--- config.mk ---
export PLATFORM = sky130hd
export DESIGN_NAME = junction_light_ctrl
export DESIGN_NICKNAME = d
export VERILOG_FILES = /design/src/rtl/junction_light_ctrl.sv
export SDC_FILE = /design/constraint.sdc
export NUM_CORES = 1
export LEC_CHECK = 0
export ABC_CLOCK_PERIOD_IN_PS = 3000
export CORE_MARGIN = 3
export CORE_UTILIZATION = 53
export DETAILED_ROUTE_END_ITERATION = 16
export PLACE_DENSITY = 0.76
export SYNTH_ARGS = -nofsm -noshare
export SYNTH_HDL_FRONTEND = slang
export SYNTH_SLANG_ARGS = --single-unit
--- constraint.sdc ---
create_clock -name clk -period 3 [get_ports clk]
set_input_delay 0.45 -clock clk [delete_from_list [all_inputs] [get_ports clk]]
set_output_delay 0.45 -clock clk [all_outputs]
set_load 0.005 [all_outputs]
--- src/rtl/junction_light_ctrl.sv ---
// junction_light_ctrl
// Self-timed highway / country-road junction controller. A six-phase FSM
// with its own tick-driven phase counter walks HG -> HY -> AR1 -> CG -> CY
// -> AR2. The country road gets green only while a car is sensed, capped at
// T_CR_MAX ticks. Lamp outputs are one-hot {G,Y,R} and are registered from
// the next state, so they change on the same edge as the phase.
// Optional feature macro: PED_REQ_EN (pedestrian request latch + walk lamp).
module junction_light_ctrl #(
    parameter int CNT_W     = 8,
    parameter int T_HWY_MIN = 10,
    parameter int T_YEL     = 3,
    parameter int T_ALLRED  = 1,
    parameter int T_CR_MAX  = 8
) (
    input  logic       clk,
    input  logic       rst,
    input  logic       tick,
    input  logic       sensor,
    output logic [2:0] highway_led,
    output logic [2:0] country_led,
    output logic [2:0] phase
`ifdef PED_REQ_EN
    ,
    input  logic       ped_req,
    output logic       ped_walk
`endif
);

    typedef enum logic [2:0] {
        S_HG  = 3'd0,
        S_HY  = 3'd1,
        S_AR1 = 3'd2,
        S_CG  = 3'd3,
        S_CY  = 3'd4,
        S_AR2 = 3'd5
    } state_t;

    // Last counter value of each timed phase ("done" fires on a tick here).
    localparam logic [CNT_W-1:0] HWY_LAST = CNT_W'(T_HWY_MIN - 1);
    localparam logic [CNT_W-1:0] YEL_LAST = CNT_W'(T_YEL - 1);
    localparam logic [CNT_W-1:0] AR_LAST  = CNT_W'(T_ALLRED - 1);
    localparam logic [CNT_W-1:0] CR_LAST  = CNT_W'(T_CR_MAX - 1);

    localparam logic [2:0] LED_G = 3'b100;
    localparam logic [2:0] LED_Y = 3'b010;
    localparam logic [2:0] LED_R = 3'b001;

    state_t           state_reg, state_next;
    logic [CNT_W-1:0] cnt_reg, cnt_next;
    logic [2:0]       highway_led_reg, highway_led_next;
    logic [2:0]       country_led_reg, country_led_next;
    logic             req;

`ifdef PED_REQ_EN
    logic ped_latch_reg, ped_latch_next;

    assign req      = sensor | ped_latch_reg;
    assign ped_walk = (state_reg == S_CG) && ped_latch_reg;

    // Pedestrian latch: sticky until CY is entered; a same-cycle request survives the clear.
    always_comb begin
        ped_latch_next = ped_latch_reg | ped_req;
        if (state_next == S_CY && state_reg != S_CY) begin
            ped_latch_next = ped_req;
        end
    end

    // Pedestrian latch register.
    always_ff @(posedge clk) begin
        if (rst) begin
            ped_latch_reg <= 1'b0;
        end else begin
            ped_latch_reg <= ped_latch_next;
        end
    end
`else
    assign req = sensor;
`endif

    // Next-state and phase-counter logic; nothing moves without a tick.
    always_comb begin
        state_next = state_reg;
        cnt_next   = cnt_reg;
        case (state_reg)
            S_HG: begin
                if (tick) begin
                    // Counter saturates at the minimum-green point and waits for a request.
                    if (cnt_reg >= HWY_LAST) begin
                        if (req) state_next = S_HY;
                    end else begin
                        cnt_next = cnt_reg + 1'b1;
                    end
                end
            end
            S_HY: begin
                if (tick) begin
                    if (cnt_reg == YEL_LAST) state_next = S_AR1;
                    else                     cnt_next   = cnt_reg + 1'b1;
                end
            end
            S_AR1: begin
                if (tick) begin
                    if (cnt_reg == AR_LAST) state_next = S_CG;
                    else                    cnt_next   = cnt_reg + 1'b1;
                end
            end
            S_CG: begin
                // Country green ends at max-green or as soon as the road is empty on a tick.
                if (tick) begin
                    if (cnt_reg == CR_LAST || !sensor) state_next = S_CY;
                    else                               cnt_next   = cnt_reg + 1'b1;
                end
            end
            S_CY: begin
                if (tick) begin
                    if (cnt_reg == YEL_LAST) state_next = S_AR2;
                    else                     cnt_next   = cnt_reg + 1'b1;
                end
            end
            S_AR2: begin
                if (tick) begin
                    if (cnt_reg == AR_LAST) state_next = S_HG;
                    else                    cnt_next   = cnt_reg + 1'b1;
                end
            end
            default: begin
                // Illegal codes fall back to highway green.
                state_next = S_HG;
            end
        endcase
        if (state_next != state_reg) begin
            cnt_next = '0;
        end
    end

    // Lamp decode from the next state so the registered lamps track the phase edge.
    always_comb begin
        highway_led_next = LED_R;
        country_led_next = LED_R;
        case (state_next)
            S_HG:    highway_led_next = LED_G;
            S_HY:    highway_led_next = LED_Y;
            S_CG:    country_led_next = LED_G;
            S_CY:    country_led_next = LED_Y;
            default: begin
                highway_led_next = LED_R;
                country_led_next = LED_R;
            end
        endcase
    end

    // State, counter and lamp registers.
    always_ff @(posedge clk) begin
        if (rst) begin
            state_reg       <= S_HG;
            cnt_reg         <= '0;
            highway_led_reg <= LED_G;
            country_led_reg <= LED_R;
        end else begin
            state_reg       <= state_next;
            cnt_reg         <= cnt_next;
            highway_led_reg <= highway_led_next;
            country_led_reg <= country_led_next;
        end
    end

    assign highway_led = highway_led_reg;
    assign country_led = country_led_reg;
    assign phase       = state_reg;

endmodule

==> reports/qor.csv <==
metric;value;unit
Clock Skew;0.00491;ns
placed cell areas;1180;µm²
Post-synth EDFFs;0;
antenna-violating nets left;0;
hold-fix buffers at CTS;0;
final instance area;1210;µm²
vias after detailed routing;898;
Yosys reg bits;17;
TritonRoute pass-1 iters;4;
wire per inst;14.3;µm
leading area contributor after synthesis;dfxtp_1;
cts repair resizes;0;
top-area cell type share of the netlist area;32.7;%
die width;50.3;µm
Post-Synthesis Cells;118;
initial antenna violation count;0;
height of the chip;50.3;µm
part of the cycle the worst path needs;83.5;%
fraction of layout cells with a size suffix above 1;14.6;%
first-pass GRT wire length;3760;µm
syn_nets;126;
CP Launch Type;register;
RSZ-0062 raised after global routing;false;
Synth top cells by count;17 x dfxtp_1, 15 x nor2_1, 6 x nor3_1, 6 x xnor2_1;
CP Data Required Time;3.23;ns
critical path data arrival time;2.73;ns
row count;15;
CTS tree;yes;
final core occ;67.6;%
actual slew at the worst max-slew pin;0.535;ns
number of global-route vias before repair;844;
Setup crit end kind;register;
Slew headroom;64.3;%
WS Path Type;register to register;
gr ovfl total;0;
Root Buffer;clkbuf_4;
status;finished clean;
Final GP Congestion;0.914;
maximum clock insertion buffer count;2;
Setup-failing EPs final;0;
P per Cell Area;411;nW/µm²
top-count cell post-synth;dfxtp_1;
Reg clk slew, reported paths;0.09;ns
most frequent CP cell;or3_1;
DR DRC count;0;
IO buf count;12;
Top Ports;13;
register area share after synthesis;32.7;%
half-perimeter wire length after placement;1660;µm
setup TNS;0;ns
Hold Path Class;register to register;
H-tree levels;1;
drt first-iter violations;34;
max incr delay on CP;0.42;ns
max reg flops;8;
Mapped Area;1040;µm²
min Tclk post-route;2.51;ns
worst vdd ir;0.426;mV
total wire length;2210;µm
fin nets;139;
worst-skew pair later-pin latency;0.29;ns
total CTS buffers;3;
Filler Cells Inserted;158;
largest fanout on the critical path;6;
Primary FF master, synth;dfxtp_1;
routed vias/inst;5.79;
Max Clock Freq;399;MHz
initial core utilization;58.3;%
Seq. cell area;340;µm²
Max-cap violations;0;
Cell variety after synth;47;
final hold violation count;0;
CP Cell Sequence;inv_1 -> ha_1 -> or3b_4 -> a2111oi_4 -> nor2_2 -> or3_1 -> or3_1 -> a21oi_2;
clock tree sinks;17;
Ys Warns;0;
CP max stage cell;or3b_4;
Area Growth Syn to Fin;16.0;%
mean area per synthesized cell;8.81;µm²
leakage;0.000431;µW
All-Layer GR Usage;18.9;%
area of the core;1780;µm²
asr flop ratio synth;0;%
main area contributors after synthesis;dfxtp_1 33%, nor2_1 5.4%, xnor2_1 5.1%;
Multi-input gate area;661;µm²
Slew Viols, Final;0;
largest net degree at the start of global routing;13;
ant diodes;0;
DIE AREA;2530;µm²
Setup Buffers After CTS;0;
metal layers:
layer | GRT usage (%) | vias to the layer above | share of wire, %
met5 | 0 | - | 0
met4 | 6.28 | 0 | 1.9
met3 | 2.37 | 7 | 3.1
met2 | 29.6 | 21 | 45
met1 | 26.8 | 414 | 49
li1 | - | 456 | -
power breakdown:
| group | switching, µW | total [µW] | internal [µW] |
|---|---|---|---|
| Sequential | 14.7 | 251 | 237 |
| Clock | 70.9 | 121 | 49.6 |
| Combinational | 66.2 | 124 | 57.3 |
cell type report:
type / count / area share [%]
clock inverters: 1 / 0.415
flip-flops and latches: 17 / 28.2
well taps: 25 / 2.59
clock buffers: 3 / 1.87
multi-input cells: 91 / 54.8
repair buffers: 13 / 10.6
inverters: 5 / 1.56
cell families (layout without fill, tap and decap cells):
| kind of cell | Yosys count | in the layout | synth area share [%] |
|---|---|---|---|
| XOR/XNOR | 7 | 7 | 5.90 |
| adder cells (fa/ha/maj) | 4 | 4 | 4.81 |
| flip-flops | 17 | 17 | 32.7 |
| multiplexers | 2 | 2 | 2.05 |
| AO/OA/AOI/OAI | 23 | 23 | 21.2 |
| AND/OR/NAND/NOR | 55 | 55 | 29.6 |
| buffers and inverters | 10 | 22 | 3.73 |
cells in the final DEF, fill, tap and decap left out, types with 2 or more instances in the layout:
master,count
ha_1,4
nor3_1,6
a32oi_1,2
clkdlybuf4s50_1,12
and2_1,3
and3_1,2
nor4_1,3
nand2b_1,2
a21oi_1,2
inv_1,5
nand2_1,5
o31ai_1,2
nand3_1,4
xnor2_1,6
o21ai_0,3
or3_1,2
a21o_1,2
dfxtp_1,17
clkbuf_4,3
nor2_1,15
nor4b_1,3
per-stage QoR:
stage          hold slack [ns]  setup WS, ns  std cells  total power (µW)
2_1_floorplan            0.488         0.685        118               345
3_3_place_gp             0.506         0.471        151               376
3_5_place_dp             0.517         0.348        151               379
4_1_cts                  0.535         0.493        155               495
5_1_grt                  0.582         0.355        155               522
6_report                 0.531         0.494        155               495
critical path: cells and delay by family (launching register included):
family | cells | cell delay [ns]
buffers and inverters | 1 | 0.09
AND/OR/NAND/NOR | 4 | 1.24
flip-flops | 1 | 0.36
AO/OA/AOI/OAI | 2 | 0.51
adder cells (fa/ha/maj) | 1 | 0.24
worst paths after layout:
| kind | startpoint | endpoint | slack [ns] | cells after the start |
|---|---|---|---|---|
| worst min-delay path | cnt_reg[7] | cnt_reg[7] | 0.53 | 2 |
| worst max-delay path | cnt_reg[0] | cnt_reg[7] | 0.49 | 8 |
| worst max register to register | cnt_reg[0] | cnt_reg[7] | 0.49 | 8 |
| worst min register to register | cnt_reg[7] | cnt_reg[7] | 0.53 | 2 |
Note: power is estimated with default switching activity, not from simulation.
